File: src/rtl/gb_mapper_pkg.sv
// Shared types and constants for the MBC1-class cartridge mapper: bus regions, window bases, open-bus value.
package gb_mapper_pkg;

  typedef enum logic [2:0] {
    RGN_ROM0,
    RGN_ROMX,
    RGN_VRAM,
    RGN_SRAM,
    RGN_WRAM,
    RGN_HI
  } region_t;

  localparam logic [15:0] ADDR_ROMX  = 16'h4000;
  localparam logic [15:0] ADDR_VRAM  = 16'h8000;
  localparam logic [15:0] ADDR_SRAM  = 16'hA000;
  localparam logic [15:0] ADDR_WRAM  = 16'hC000;
  localparam logic [15:0] ADDR_HI    = 16'hFE00;
  localparam logic [7:0]  OPEN_BUS   = 8'hFF;
  localparam logic [3:0]  RAM_EN_KEY = 4'hA;

  // Register select is A[14:13] within 0000-7FFF.
  localparam logic [1:0] REG_RAM_EN  = 2'd0;
  localparam logic [1:0] REG_BANK_LO = 2'd1;
  localparam logic [1:0] REG_BANK_HI = 2'd2;
  localparam logic [1:0] REG_MODE    = 2'd3;

  function automatic region_t decode_region(input logic [15:0] a);
    region_t r;
    if (a < ADDR_ROMX)      r = RGN_ROM0;
    else if (a < ADDR_VRAM) r = RGN_ROMX;
    else if (a < ADDR_SRAM) r = RGN_VRAM;
    else if (a < ADDR_WRAM) r = RGN_SRAM;
    else if (a < ADDR_HI)   r = RGN_WRAM;
    else                    r = RGN_HI;
    return r;
  endfunction

endpackage

File: src/rtl/gb_mapper_regs.sv
// Write-strobe edge detector and MBC1 bank registers; commit is combinational, registers update on that edge.
// GB_MAPPER_DBG_EN adds a 16-bit wrapping count of register commits.
module gb_mapper_regs
  import gb_mapper_pkg::*;
(
  input  logic        clock,
  input  logic        reset,
  input  logic        cs_n,
  input  logic        wr_n,
  input  logic [2:0]  a_hi,
  input  logic [4:0]  wdat,
  output logic        commit,
  output logic        ram_en,
  output logic [4:0]  bank_lo,
  output logic [1:0]  bank_hi,
  output logic        mode
`ifdef GB_MAPPER_DBG_EN
  ,
  output logic [15:0] wr_cnt
`endif
);

  logic       wr_q, wr_d;
  logic       ram_en_q, ram_en_d;
  logic [4:0] bank_lo_q, bank_lo_d;
  logic [1:0] bank_hi_q, bank_hi_d;
  logic       mode_q, mode_d;
  logic       reg_wr;
`ifdef GB_MAPPER_DBG_EN
  logic [15:0] wr_cnt_q, wr_cnt_d;
`endif

  always_comb begin
    // Gated by reset so no strobe escapes while the block is held in reset.
    commit    = !reset && !cs_n && !wr_n && wr_q;
    reg_wr    = commit && !a_hi[2];
    wr_d      = wr_n;
    ram_en_d  = ram_en_q;
    bank_lo_d = bank_lo_q;
    bank_hi_d = bank_hi_q;
    mode_d    = mode_q;
    if (reg_wr) begin
      case (a_hi[1:0])
        REG_RAM_EN:  ram_en_d  = (wdat[3:0] == RAM_EN_KEY);
        REG_BANK_LO: bank_lo_d = (wdat == 5'd0) ? 5'd1 : wdat;
        REG_BANK_HI: bank_hi_d = wdat[1:0];
        REG_MODE:    mode_d    = wdat[0];
        default:     ;
      endcase
    end
`ifdef GB_MAPPER_DBG_EN
    wr_cnt_d = reg_wr ? wr_cnt_q + 16'd1 : wr_cnt_q;
`endif
  end

  always_ff @(posedge clock or posedge reset) begin
    if (reset) begin
      wr_q      <= 1'b1;
      ram_en_q  <= 1'b0;
      bank_lo_q <= 5'd1;
      bank_hi_q <= 2'd0;
      mode_q    <= 1'b0;
`ifdef GB_MAPPER_DBG_EN
      wr_cnt_q  <= 16'd0;
`endif
    end else begin
      wr_q      <= wr_d;
      ram_en_q  <= ram_en_d;
      bank_lo_q <= bank_lo_d;
      bank_hi_q <= bank_hi_d;
      mode_q    <= mode_d;
`ifdef GB_MAPPER_DBG_EN
      wr_cnt_q  <= wr_cnt_d;
`endif
    end
  end

  assign ram_en  = ram_en_q;
  assign bank_lo = bank_lo_q;
  assign bank_hi = bank_hi_q;
  assign mode    = mode_q;
`ifdef GB_MAPPER_DBG_EN
  assign wr_cnt  = wr_cnt_q;
`endif

endmodule

File: src/rtl/gb_cart_mapper.sv
// MBC1-class mapper: banked ROM/SRAM and echo-aware WRAM decode; addresses and Di are combinational,
// write strobes last one cycle per bus write. GB_MAPPER_DBG_EN exposes bank state and a commit counter.
module gb_cart_mapper
  import gb_mapper_pkg::*;
#(
  parameter  int ROM_BANKS = 128,
  parameter  int RAM_BANKS = 4,
  localparam int ROM_AW    = $clog2(ROM_BANKS) + 14,
  localparam int RAM_AW    = ((RAM_BANKS > 1) ? $clog2(RAM_BANKS) : 1) + 13
) (
  input  logic              clock,
  input  logic              reset,
  input  logic [15:0]       A,
  input  logic [7:0]        Do,
  input  logic              wr_n,
  input  logic              rd_n,
  input  logic              cs_n,
  output logic [7:0]        Di,
  output logic [ROM_AW-1:0] rom_addr,
  input  logic [7:0]        rom_data,
  output logic [RAM_AW-1:0] ram_addr,
  input  logic [7:0]        ram_data,
  output logic              ram_we,
  output logic [12:0]       wram_addr,
  input  logic [7:0]        wram_data,
  output logic              wram_we
`ifdef GB_MAPPER_DBG_EN
  ,
  output logic [6:0]        dbg_rom_bank,
  output logic              dbg_ram_en,
  output logic              dbg_mode,
  output logic [15:0]       dbg_wr_cnt
`endif
);

  localparam logic [1:0] RAM_MASK = (RAM_BANKS > 1) ? 2'(RAM_BANKS - 1) : 2'd0;
  localparam bit         HAS_SRAM = (RAM_BANKS != 0);

  region_t    rgn;
  logic       commit;
  logic       ram_en;
  logic [4:0] bank_lo;
  logic [1:0] bank_hi;
  logic       mode;
  logic [6:0] rom_bank;
  logic [20:0] rom_full;
  logic [1:0] ram_bank;
  logic       sram_on;
  logic       unused_do;

  assign unused_do = ^Do[7:5];

  gb_mapper_regs u_regs (
    .clock   (clock),
    .reset   (reset),
    .cs_n    (cs_n),
    .wr_n    (wr_n),
    .a_hi    (A[15:13]),
    .wdat    (Do[4:0]),
    .commit  (commit),
    .ram_en  (ram_en),
    .bank_lo (bank_lo),
    .bank_hi (bank_hi),
    .mode    (mode)
`ifdef GB_MAPPER_DBG_EN
    ,
    .wr_cnt  (dbg_wr_cnt)
`endif
  );

  always_comb begin
    rgn = decode_region(A);
    // Mode 1 lets bank_hi reach the fixed 0000-3FFF window too.
    if (A[14]) rom_bank = {bank_hi, bank_lo};
    else       rom_bank = mode ? {bank_hi, 5'd0} : 7'd0;
    rom_full = {rom_bank, A[13:0]};
    ram_bank = (mode ? bank_hi : 2'd0) & RAM_MASK;
    sram_on  = ram_en && HAS_SRAM;

    Di = OPEN_BUS;
    if (!cs_n && !rd_n) begin
      case (rgn)
        RGN_ROM0, RGN_ROMX: Di = rom_data;
        RGN_SRAM:           Di = sram_on ? ram_data : OPEN_BUS;
        RGN_WRAM:           Di = wram_data;
        default:            Di = OPEN_BUS;
      endcase
    end
  end

  assign rom_addr  = rom_full[ROM_AW-1:0];
  assign ram_addr  = {ram_bank[RAM_AW-14:0], A[12:0]};
  assign wram_addr = A[12:0];
  assign ram_we    = commit && (rgn == RGN_SRAM) && sram_on;
  assign wram_we   = commit && (rgn == RGN_WRAM);

`ifdef GB_MAPPER_DBG_EN
  assign dbg_rom_bank = {bank_hi, bank_lo};
  assign dbg_ram_en   = ram_en;
  assign dbg_mode     = mode;
`endif

endmodule

File: config.mk
export PLATFORM = sky130hd
export DESIGN_NAME = gb_cart_mapper
export DESIGN_NICKNAME = d
export VERILOG_FILES = /design/src/rtl/gb_mapper_pkg.sv /design/src/rtl/gb_mapper_regs.sv /design/src/rtl/gb_cart_mapper.sv
export SDC_FILE = /design/constraint.sdc
export NUM_CORES = 1
export LEC_CHECK = 0
export CORE_AREA = 2 2 63 65
export CTS_BUF_LIST = sky130_fd_sc_hd__clkbuf_2
export DETAILED_ROUTE_END_ITERATION = 7
export DIE_AREA = 0 0 65 67
export PLACE_DENSITY = 0.91
export SYNTH_ARGS = -nofsm -noshare
export SYNTH_HDL_FRONTEND = slang
export SYNTH_SLANG_ARGS = --single-unit
File: constraint.sdc
create_clock -name clock -period 1.8 [get_ports clock]
set_input_delay 0.45 -clock clock [delete_from_list [all_inputs] [get_ports clock]]
set_output_delay 0.45 -clock clock [all_outputs]
set_load 0.02 [all_outputs]
# Word-level counts from Yosys, hierarchy flattened
# Cells that the tools add are included.
# classes
eq_ne	7
n_reduce_logical	21
n_mux	12
order_cmp	5
# op_table
operator	count
$lt 16x16->1 const B	4
$pmux 8 s3	1
$lt 16x15->1 const B	1
$mux 8	2
$mux 7	2
$mux 3	4
$logic_and 1x1->1	8
$reduce_and 2->1	4
$logic_not 1->1	5
$logic_not 5->1	1
$mux 5	1
$eq 2x2->1 const B	2
$eq 4x4->1 const B	1
$eq 3x1->1 const B	1
$eq 3x2->1 const B	1
$eq 3x3->1 const B	1
$logic_not 3->1	1
$eq 2x1->1 const B	1
$logic_not 2->1	1
$mux 2	1
$reduce_or 2->1	1
$mux 1	1
# word_totals
register_bits	10
word_cells	50
out_inout_bits	59

# Longest topological paths before layout
# Gate-level depths: netlist of the first run.
# logic_depth
word_depth	10
depth_mapped	4
ltp_nobuf	3

# By module
# From an unflattened synthesis of the first run, not the netlist that was laid out.
# unflattened
cells_unflattened	117
area_unflattened_um2	1061.0
# modules_own_cells
mod	cells_each	n_inst	area_per_inst_um2
gb_cart_mapper	86	1	623.1
gb_mapper_regs	31	1	437.9

# Worst setup path after synthesis of the first run
# OpenSTA, ideal clock, no wires.
# synth_path
path_type	in2out
startpoint	input A[14]
endpoint	output Di[0]
required_ns	1.350
path_buffers	1
setup_slack_ns	0.005
arrival_time_ns	1.345
path_stages	4
path_cell_list	buf_2 nor2_1 a211oi_2 nand3_1
# synth_via
elab_chain_cells	10
elab_cells_between_ends	17
# synth_rtl
element	line_no	source
start, declared	gb_cart_mapper.sv:13	input logic [15:0] A,
$lt 16x16->1	gb_mapper_pkg.sv:33	else if (a < ADDR_HI) r = RGN_WRAM;
$mux 1	gb_mapper_pkg.sv:33	
$mux 3	gb_mapper_pkg.sv:32	else if (a < ADDR_WRAM) r = RGN_SRAM;
$mux 3	gb_mapper_pkg.sv:31	else if (a < ADDR_SRAM) r = RGN_VRAM;
$mux 3	gb_mapper_pkg.sv:30	else if (a < ADDR_VRAM) r = RGN_ROMX;
$mux 3 *	gb_mapper_pkg.sv:29	if (a < ADDR_ROMX) r = RGN_ROM0;
$eq 3x1->1 or $logic_not 3->1 (tied branches)	gb_cart_mapper.sv:82	case (rgn)
$reduce_or 2->1	gb_cart_mapper.sv:82	
$pmux 8 s3 *	gb_cart_mapper.sv:82	
$mux 8 *	gb_cart_mapper.sv:81	if (!cs_n && !rd_n) begin
end, declared	gb_cart_mapper.sv:18	output logic [7:0] Di,
# Mark *: on every way between the ends. The rest lies on a longest branch, timed or not.

# Final worst setup path of the first run
# layout_path
startpoint	input ram_data[0]
endpoint	output Di[0]
# layout_via
elab_chain_cells	3
# layout_rtl
element	line_no	source
start, declared	gb_cart_mapper.sv:22	input logic [7:0] ram_data,
$mux 8	gb_cart_mapper.sv:84	RGN_SRAM: Di = sram_on ? ram_data : OPEN_BUS;
$pmux 8 s3	gb_cart_mapper.sv:82	
$mux 8	gb_cart_mapper.sv:81	
# Every way passes these cells.

==> run summary, run 1 <==
=================================================================================
Fin worst setup slack ..............................................    -0.175 ns
Max-slew headroom at the worst pin .................................        0.743
Number of global-route vias before repair ..........................         1079
Hold_buf cts .......................................................            0
Die X-Extent .......................................................        65 um
Violated checks .................................................... negative setup slack
CTS buffer count ...................................................            3
Worst min-delay path category ......................................     in2async
Setup Skew .........................................................    0.0117 ns
Cell types with the largest area share after synthesis ............. buf_4 (29%), dfrtp_1 (19%), mux2_2 (8.7%)
Routed length per placed instance ..................................      14.6 um
Storage cell area ..................................................     254 um^2
Worst-Margin Slew ..................................................     0.384 ns
IO Port Bufs .......................................................           72
Syn Nets ...........................................................          170
Area share of the largest cell type after synthesis ................        0.289
Number of antenna violations at the first check in global routing ..            0
Maximum number of pins on one net before global-route repair .......           11
Synthesized area per cell ..........................................    8.89 um^2
Cell type with the largest total area after synthesis ..............        buf_4
Number of setup violations in the final report .....................           10
Max-cap violation count ............................................            0
Latest clock arrival within the worst-skew pair ....................      0.27 ns
Result of the run .................................................. complete, but fails checks
Maximum VDD drop ...................................................     0.444 mV
Clock slew seen by the registers of the worst setup and hold paths .      0.12 ns
TritonCTS clock tree ...............................................          yes
Achievable clock frequency .........................................      506 MHz
Leading cell type by number of instances after synthesis ...........        buf_4
Wire length of the first global-routing pass .......................      4920 um
Power per Cell Area ................................................  441 nW/um^2
Overflow left after global routing .................................            0
Count of standard-cell rows ........................................           22
Post-layout instance area ..........................................    1660 um^2
Startpoint Class ...................................................    input pin
Cell area reported after detailed placement ........................    1600 um^2
Number of nets with antenna violations after detailed routing ......            0
IO Pins ............................................................          112
Biggest fanout along the worst timing path .........................            1
Sequential area share after synthesis ..............................        0.243
Most frequent cells after synthesis ................................ buf_4 (40), nand3_1 (10)
Layout net count ...................................................          220
Inserted Diodes ....................................................            0
Setup Crit Path Kind ...............................................       in2out
Type of element capturing the critical path ........................   output pin
Internal power .....................................................   0.000485 W
HPWL Detailed ......................................................      2350 um
Sequential power share .............................................        0.370
Fraction of the mapped netlist area in compound gates ..............        0.120
Warnings from Yosys ................................................            0
Post-synthesis adder-cell area fraction ............................            0
Post-route setup TNS ...............................................    -0.819 ns
# DRC ..............................................................            0
CORE AREA ..........................................................    3610 um^2
Syn Std Cell Area ..................................................    1040 um^2
Multiplexer fraction of the synthesized cell area ..................       0.0866
Vias post-DR .......................................................         1048
Starting utilization of the core area ..............................        0.288
Largest family of logic cells by synthesized area .................. buffers and inverters
Total clock sinks ..................................................           10
Netlist cell types .................................................           25
Combinational cell fraction of total power .........................        0.448
Die footprint ......................................................    4360 um^2
1st-iter DRT viols .................................................           69
Area occupied by multi-input gates .................................     500 um^2
Share of layout cells above drive strength 1 .......................        0.331
Die Ht .............................................................        67 um
Clock Power Share ..................................................        0.182
Min cycle time layout ..............................................      1.97 ns
Most instantiated flip-flop cell in the synthesis netlist ..........      dfrtp_1
Total power ........................................................   0.000732 W
Synthesized-area fraction occupied by xor and xnor cells ...........            0
Async S/R FF share, synth ..........................................         1.00
CTS root buf .......................................................     clkbuf_2
Overall routed net length ..........................................      3120 um
Number of enable-type register cells in the synthesized netlist ....            0
Number of levels in the clock H-tree ...............................            1
Arrival time worst endpoint ........................................      1.52 ns
Setup repair after global routing missed its margin ................         true
Worst reg2reg path depth ...........................................            5
Switching component of the power ...................................   0.000247 W
Worst endpoint required time .......................................      1.35 ns
Area share of and/or/nand/nor cells after synthesis ................        0.241
Final-report hold violation count ..................................            0
Layout Area Growth over Synthesis ..................................        59.6%
Count of filler cells inserted in the layout .......................          367
Part of the cycle the worst path needs .............................         1.10
Switching Share ....................................................        0.337
Final estimated routing congestion in global placement .............        0.807
Clock tree buffer depth ............................................            2
Total track usage ..................................................        0.147
Number of instances in the synthesized netlist .....................          117
Average vias per placed instance ...................................         4.90
Static Leak ........................................................     0.796 nW
Yosys reg bits .....................................................           10
First-pass DRT Iterations ..........................................            5
Pins Over Slew Limit ...............................................            0
=================================================================================
==> path summary, 6_finish.rpt <==
kind | start | endpoint | slack [ns]
setup / recovery | ram_data[0] | Di[0] | -0.17
setup reg to reg | u_regs.wr_q$_DFF_PP1_ | u_regs.bank_lo[3]$_DFFE_PP0P_ | 0.15
hold / removal | reset | u_regs.bank_lo[2]$_DFFE_PP0P_ | 0.32
min in group clock | wr_n | u_regs.wr_q$_DFF_PP1_ | 0.45
max in group asynchronous | reset | u_regs.bank_lo[0]$_DFFE_PP1P_ | 1.16
hold reg to reg | u_regs.bank_lo[4]$_DFFE_PP0P_ | u_regs.bank_lo[4]$_DFFE_PP0P_ | 0.52
==> routing by layer <==
layer / share of wire / track usage / wire length (um)
met1: 0.39 / 0.156 / 1210
met2: 0.52 / 0.276 / 1640
met3: 0.066 / 0.0186 / 205
met4: 0.021 / 0.0851 / 67
met5: 0 / 0 / 0
==> logic make-up (layout without fill, tap and decap cells) <==
kind of cell           Yosys count  after routing
buffers and inverters           45             93
AND/OR/NAND/NOR                 40             41
AO/OA/AOI/OAI                   14             14
flip-flops                      10             10
multiplexers                     8              8
==> layout make-up <==
class                      instances  share of cell area
sequential                        10               0.153
tap                               48              0.0362
inverter                           2             0.00528
multi-input combinational         63               0.302
clock inverter                     1             0.00226
clock buffer                       3             0.00905
timing repair buffer              87               0.492
==> cell usage in the layout, fill, tap and decap left out, types with 2 or more instances in the layout <==
| cell | count |
|---|---|
| nor2_1 | 3 |
| dlymetal6s2s_1 | 3 |
| clkbuf_2 | 6 |
| nand4_1 | 2 |
| a222oi_1 | 8 |
| and2_1 | 7 |
| dfstp_2 | 2 |
| nand2b_1 | 7 |
| dlygate4sd2_1 | 30 |
| nand3_2 | 2 |
| nand3_1 | 8 |
| dfrtp_1 | 7 |
| clkdlybuf4s50_1 | 21 |
| nand2_1 | 2 |
| buf_4 | 13 |
| mux2_2 | 8 |
| o21a_1 | 2 |
| a31oi_1 | 2 |
| buf_6 | 14 |
==> worst max-delay path: stages <==
cell and delay [ns]:
clkdlybuf4s50_1 0.39, nand2b_1 0.13, a222oi_1 0.27, nand3_1 0.14
buf_6 0.15
==> registers in the layout, indices dropped and copies added, names as in the netlist <==
signal / flops
u_regs.bank_lo: 5
u_regs.bank_hi: 2
u_regs.mode: 1
u_regs.ram_en: 1
u_regs.wr_q: 1
==> power groups by stage <==
stage          clock network [W]  registers [W]  logic (W)
2_1_floorplan                  0       0.000270   0.000246
3_3_place_gp                   0       0.000275   0.000337
3_5_place_dp                   0       0.000276   0.000343
4_1_cts                 0.000136       0.000270   0.000331
5_1_grt                 0.000144       0.000274   0.000351
6_report                0.000133       0.000271   0.000328
==> stage by stage <==
step,instances,worst slack (ns),util,hold WS [ns]
CTS,214,-0.215,0.460,0.324
global placement,206,-0.971,0.443,0.480
detailed placement,206,-0.964,0.443,0.492
global route,214,-0.249,0.460,0.353
floorplan,117,0.00515,-,0.289
finish,214,-0.175,0.460,0.324
==> what timing repair did <==
action	4_1_cts	5_1_grt
resized for setup	132	8
gates cloned	1	0
buffers inserted	3	0
setup endpoints to repair	32	18
pin swaps	20	4
(Power assumes the default switching activity.)
==> run 2: changes to the inputs <==
--- a/config.mk
+++ b/config.mk
@@ -5,11 +5,11 @@
 export SDC_FILE = /design/constraint.sdc
 export NUM_CORES = 1
 export LEC_CHECK = 0
-export CORE_AREA = 2 2 63 65
+export CORE_AREA = 2 2 67 69
 export CTS_BUF_LIST = sky130_fd_sc_hd__clkbuf_2
 export DETAILED_ROUTE_END_ITERATION = 7
-export DIE_AREA = 0 0 65 67
-export PLACE_DENSITY = 0.91
+export DIE_AREA = 0 0 69 71
+export PLACE_DENSITY = 0.86
 export SYNTH_ARGS = -nofsm -noshare
 export SYNTH_HDL_FRONTEND = slang
 export SYNTH_SLANG_ARGS = --single-unit
==> constraint.sdc (replaced) <==
create_clock -name clock -period 1.7 [get_ports clock]
set_input_delay 0.425 -clock clock [delete_from_list [all_inputs] [get_ports clock]]
set_output_delay 0.425 -clock clock [all_outputs]
set_load 0.02 [all_outputs]
==> run summary, run 2 (synthesis results as in run 1) <==
=================================================================================
Number of setup violations in the final report .....................           10   unchanged
Final-report hold violation count ..................................            0   unchanged
Pins Over Slew Limit ...............................................            0   unchanged
Hold Worst Slack ...................................................     0.302 ns   was 0.324 ns
# DRC ..............................................................            0   unchanged
Post-route setup TNS ...............................................     -1.56 ns   was -0.819 ns
Average vias per placed instance ...................................         4.66   was 4.90
Hold_buf cts .......................................................            0   unchanged
Crit. Startpoint ...................................................  rom_data[0]   was ram_data[0]
Number of antenna violations at the first check in global routing ..            0   unchanged
Most frequent cells in the layout .................................. dlygate4sd2_1 (38), clkdlybuf4s50_1 (16), buf_4 (16), buf_6 (15)   was dlygate4sd2_1 (30), clkdlybuf4s50_1 (21), buf_6 (14), buf_4 (13)
Part of the cycle the worst path needs .............................         1.12
Latest clock arrival within the worst-skew pair ....................      0.26 ns   was 0.27 ns
Critical R2R Launch ................................................ u_regs.wr_q$_DFF_PP1_   unchanged
Result of the run .................................................. complete, but fails checks   unchanged
Number of levels in the clock H-tree ...............................            1   unchanged
1st-iter DRT viols .................................................           26   was 69
Count of filler cells inserted in the layout .......................          421   was 367
Final estimated routing congestion in global placement .............        0.807   about the same
Clock tree buffer depth ............................................            2   unchanged
Worst-Margin Slew ..................................................     0.382 ns   was 0.384 ns
Vias post-DR .......................................................         1035   was 1048
Layout Utilization .................................................        0.414   was 0.460
Number of nets with antenna violations after detailed routing ......            0   unchanged
CTS buffer count ...................................................            3   unchanged
CORE AREA ..........................................................    4200 um^2   was 3610 um^2
Achievable clock frequency .........................................      524 MHz
Arrival time worst endpoint ........................................      1.48 ns   was 1.52 ns
Biggest fanout along the worst timing path .........................            1   unchanged
Met3 usage in global routing .......................................       0.0413   was 0.0186
Switching component of the power ...................................   0.000263 W   was 0.000247 W
HPWL Detailed ......................................................      2440 um   was 2350 um
Fin worst setup slack ..............................................    -0.209 ns   was -0.175 ns
Max-slew headroom at the worst pin .................................        0.745   was 0.743
Violated checks .................................................... negative setup slack   unchanged
Overflow left after global routing .................................            0   unchanged
CTS root buf .......................................................     clkbuf_2   unchanged
Inserted Diodes ....................................................            0   unchanged
IO Pins ............................................................          112   unchanged
Static Leak ........................................................     0.815 nW   was 0.796 nW
Setup Crit Path Kind ...............................................       in2out   unchanged
Power per Cell Area ................................................  450 nW/um^2   was 441 nW/um^2
Startpoint Class ...................................................    input pin   unchanged
Setup Skew .........................................................   0.00822 ns   was 0.0117 ns
R2R setup slack ....................................................      0.13 ns   was 0.15 ns
Worst endpoint required time .......................................      1.27 ns   was 1.35 ns
Overall routed net length ..........................................      3220 um   was 3120 um
Die footprint ......................................................    4900 um^2   was 4360 um^2
Share of layout cells above drive strength 1 .......................        0.400   was 0.331
Combinational cell fraction of total power .........................        0.459   was 0.448
Layout Area Growth over Synthesis ..................................        67.3%   was 59.6%
Total track usage ..................................................        0.131   was 0.147
Die X-Extent .......................................................        69 um   was 65 um
Sequential power share .............................................        0.366   was 0.370
GR peak layer ......................................................         met2   unchanged
GRT met2 Usage .....................................................        0.233   was 0.276
Storage cell area ..................................................     254 um^2   unchanged
Maximum number of pins on one net before global-route repair .......           11   unchanged
Internal power .....................................................   0.000519 W   was 0.000485 W
Wire length of the first global-routing pass .......................      5050 um   was 4920 um
Clock slew seen by the registers of the worst setup and hold paths .      0.11 ns   was 0.12 ns
Area occupied by multi-input gates .................................     559 um^2   was 500 um^2
Die Ht .............................................................        71 um   was 67 um
TritonCTS clock tree ...............................................          yes   unchanged
Maximum VDD drop ...................................................     0.287 mV   was 0.444 mV
Total power ........................................................   0.000783 W   was 0.000732 W
Min cycle time layout ..............................................      1.91 ns
Met1 GRT Util ......................................................        0.141   was 0.156
Routed length per placed instance ..................................      14.5 um   was 14.6 um
Number of global-route vias before repair ..........................         1083   was 1079
Switching Share ....................................................        0.337   about the same
IO Port Bufs .......................................................           72   unchanged
Setup repair after global routing missed its margin ................         true   unchanged
Worst min-delay path category ......................................     in2async   unchanged
Total clock sinks ..................................................           10   unchanged
Type of element capturing the critical path ........................   output pin   unchanged
Leading cell type in the layout, fill and taps excluded ............ dlygate4sd2_1   unchanged
Max-cap violation count ............................................            0   unchanged
Layout net count ...................................................          224   was 220
Count of standard-cell rows ........................................           24   was 22
Number of flip-flops under the largest register name ...............            5   unchanged
First-pass DRT Iterations ..........................................            4   was 5
Starting utilization of the core area ..............................        0.247   was 0.288
Clock Power Share ..................................................        0.176   was 0.182
=================================================================================
[run 2: changes by cell type in the layout (fill, tap and decap cells not counted), sizes merged]
cell	change
buf	+7
dlymetal6s2s	-3
dlygate4sd2	+8
clkdlybuf4s50	-5
clkbuf	-3
[run 2: timing repair]
action,in CTS,in global routing
setup buffers,3,0
cloned,1,0
endpoints found under the hold margin,0,0
gates resized for setup,149,4
setup endpoints to repair,33,11
pin swaps,21,2
[run 2: metrics by stage]
stage	instances	setup slack (ns)	instance area [um^2]
floorplan	117	0.0112	1060
global placement	214	-1.03	1660
detailed placement	214	-1.08	1660
CTS	222	-0.223	1720
global route	222	-0.316	1740
finish	222	-0.209	1740
[run 2: layout make-up]
cell class                      instances  area share
Clock buffer                            3     0.00863
Clock inverter                          1     0.00216
Inverter                                2     0.00504
Multi-Input combinational cell         63       0.322
Sequential cell                        10       0.146
Tap cell                               52      0.0374
Timing Repair Buffer                   91       0.479
[run 2: power groups by stage]
stage,clock network [W],registers (W),logic (W)
floorplan,0,0.000286,0.000264
global placement,0,0.000291,0.000369
detailed placement,0,0.000291,0.000376
global route,0.000158,0.000291,0.000382
CTS,0.000148,0.000286,0.000360
finish,0.000137,0.000286,0.000359
[run 2: routing by layer]
metal	wire (um)	up-vias
met1	1230	480
met5	0	-
li1	-	490
met2	1640	58
met3	312	7
met4	39	0
[run 2: critical path, cell delays in order]
cell and delay [ns]:
clkdlybuf4s50_1 0.40, a222oi_1 0.40, nand3_2 0.11, buf_6 0.15
[run 2: final timing paths]
check,end,cells past startpoint
hold reg to reg,u_regs.bank_lo[2]$_DFFE_PP0P_,1
hold / removal,u_regs.bank_lo[2]$_DFFE_PP0P_,2
max in group asynchronous,u_regs.bank_lo[0]$_DFFE_PP1P_,2
setup / recovery,Di[0],4
setup reg to reg,u_regs.bank_lo[3]$_DFFE_PP0P_,5
min in group clock,u_regs.bank_lo[2]$_DFFE_PP0P_,1
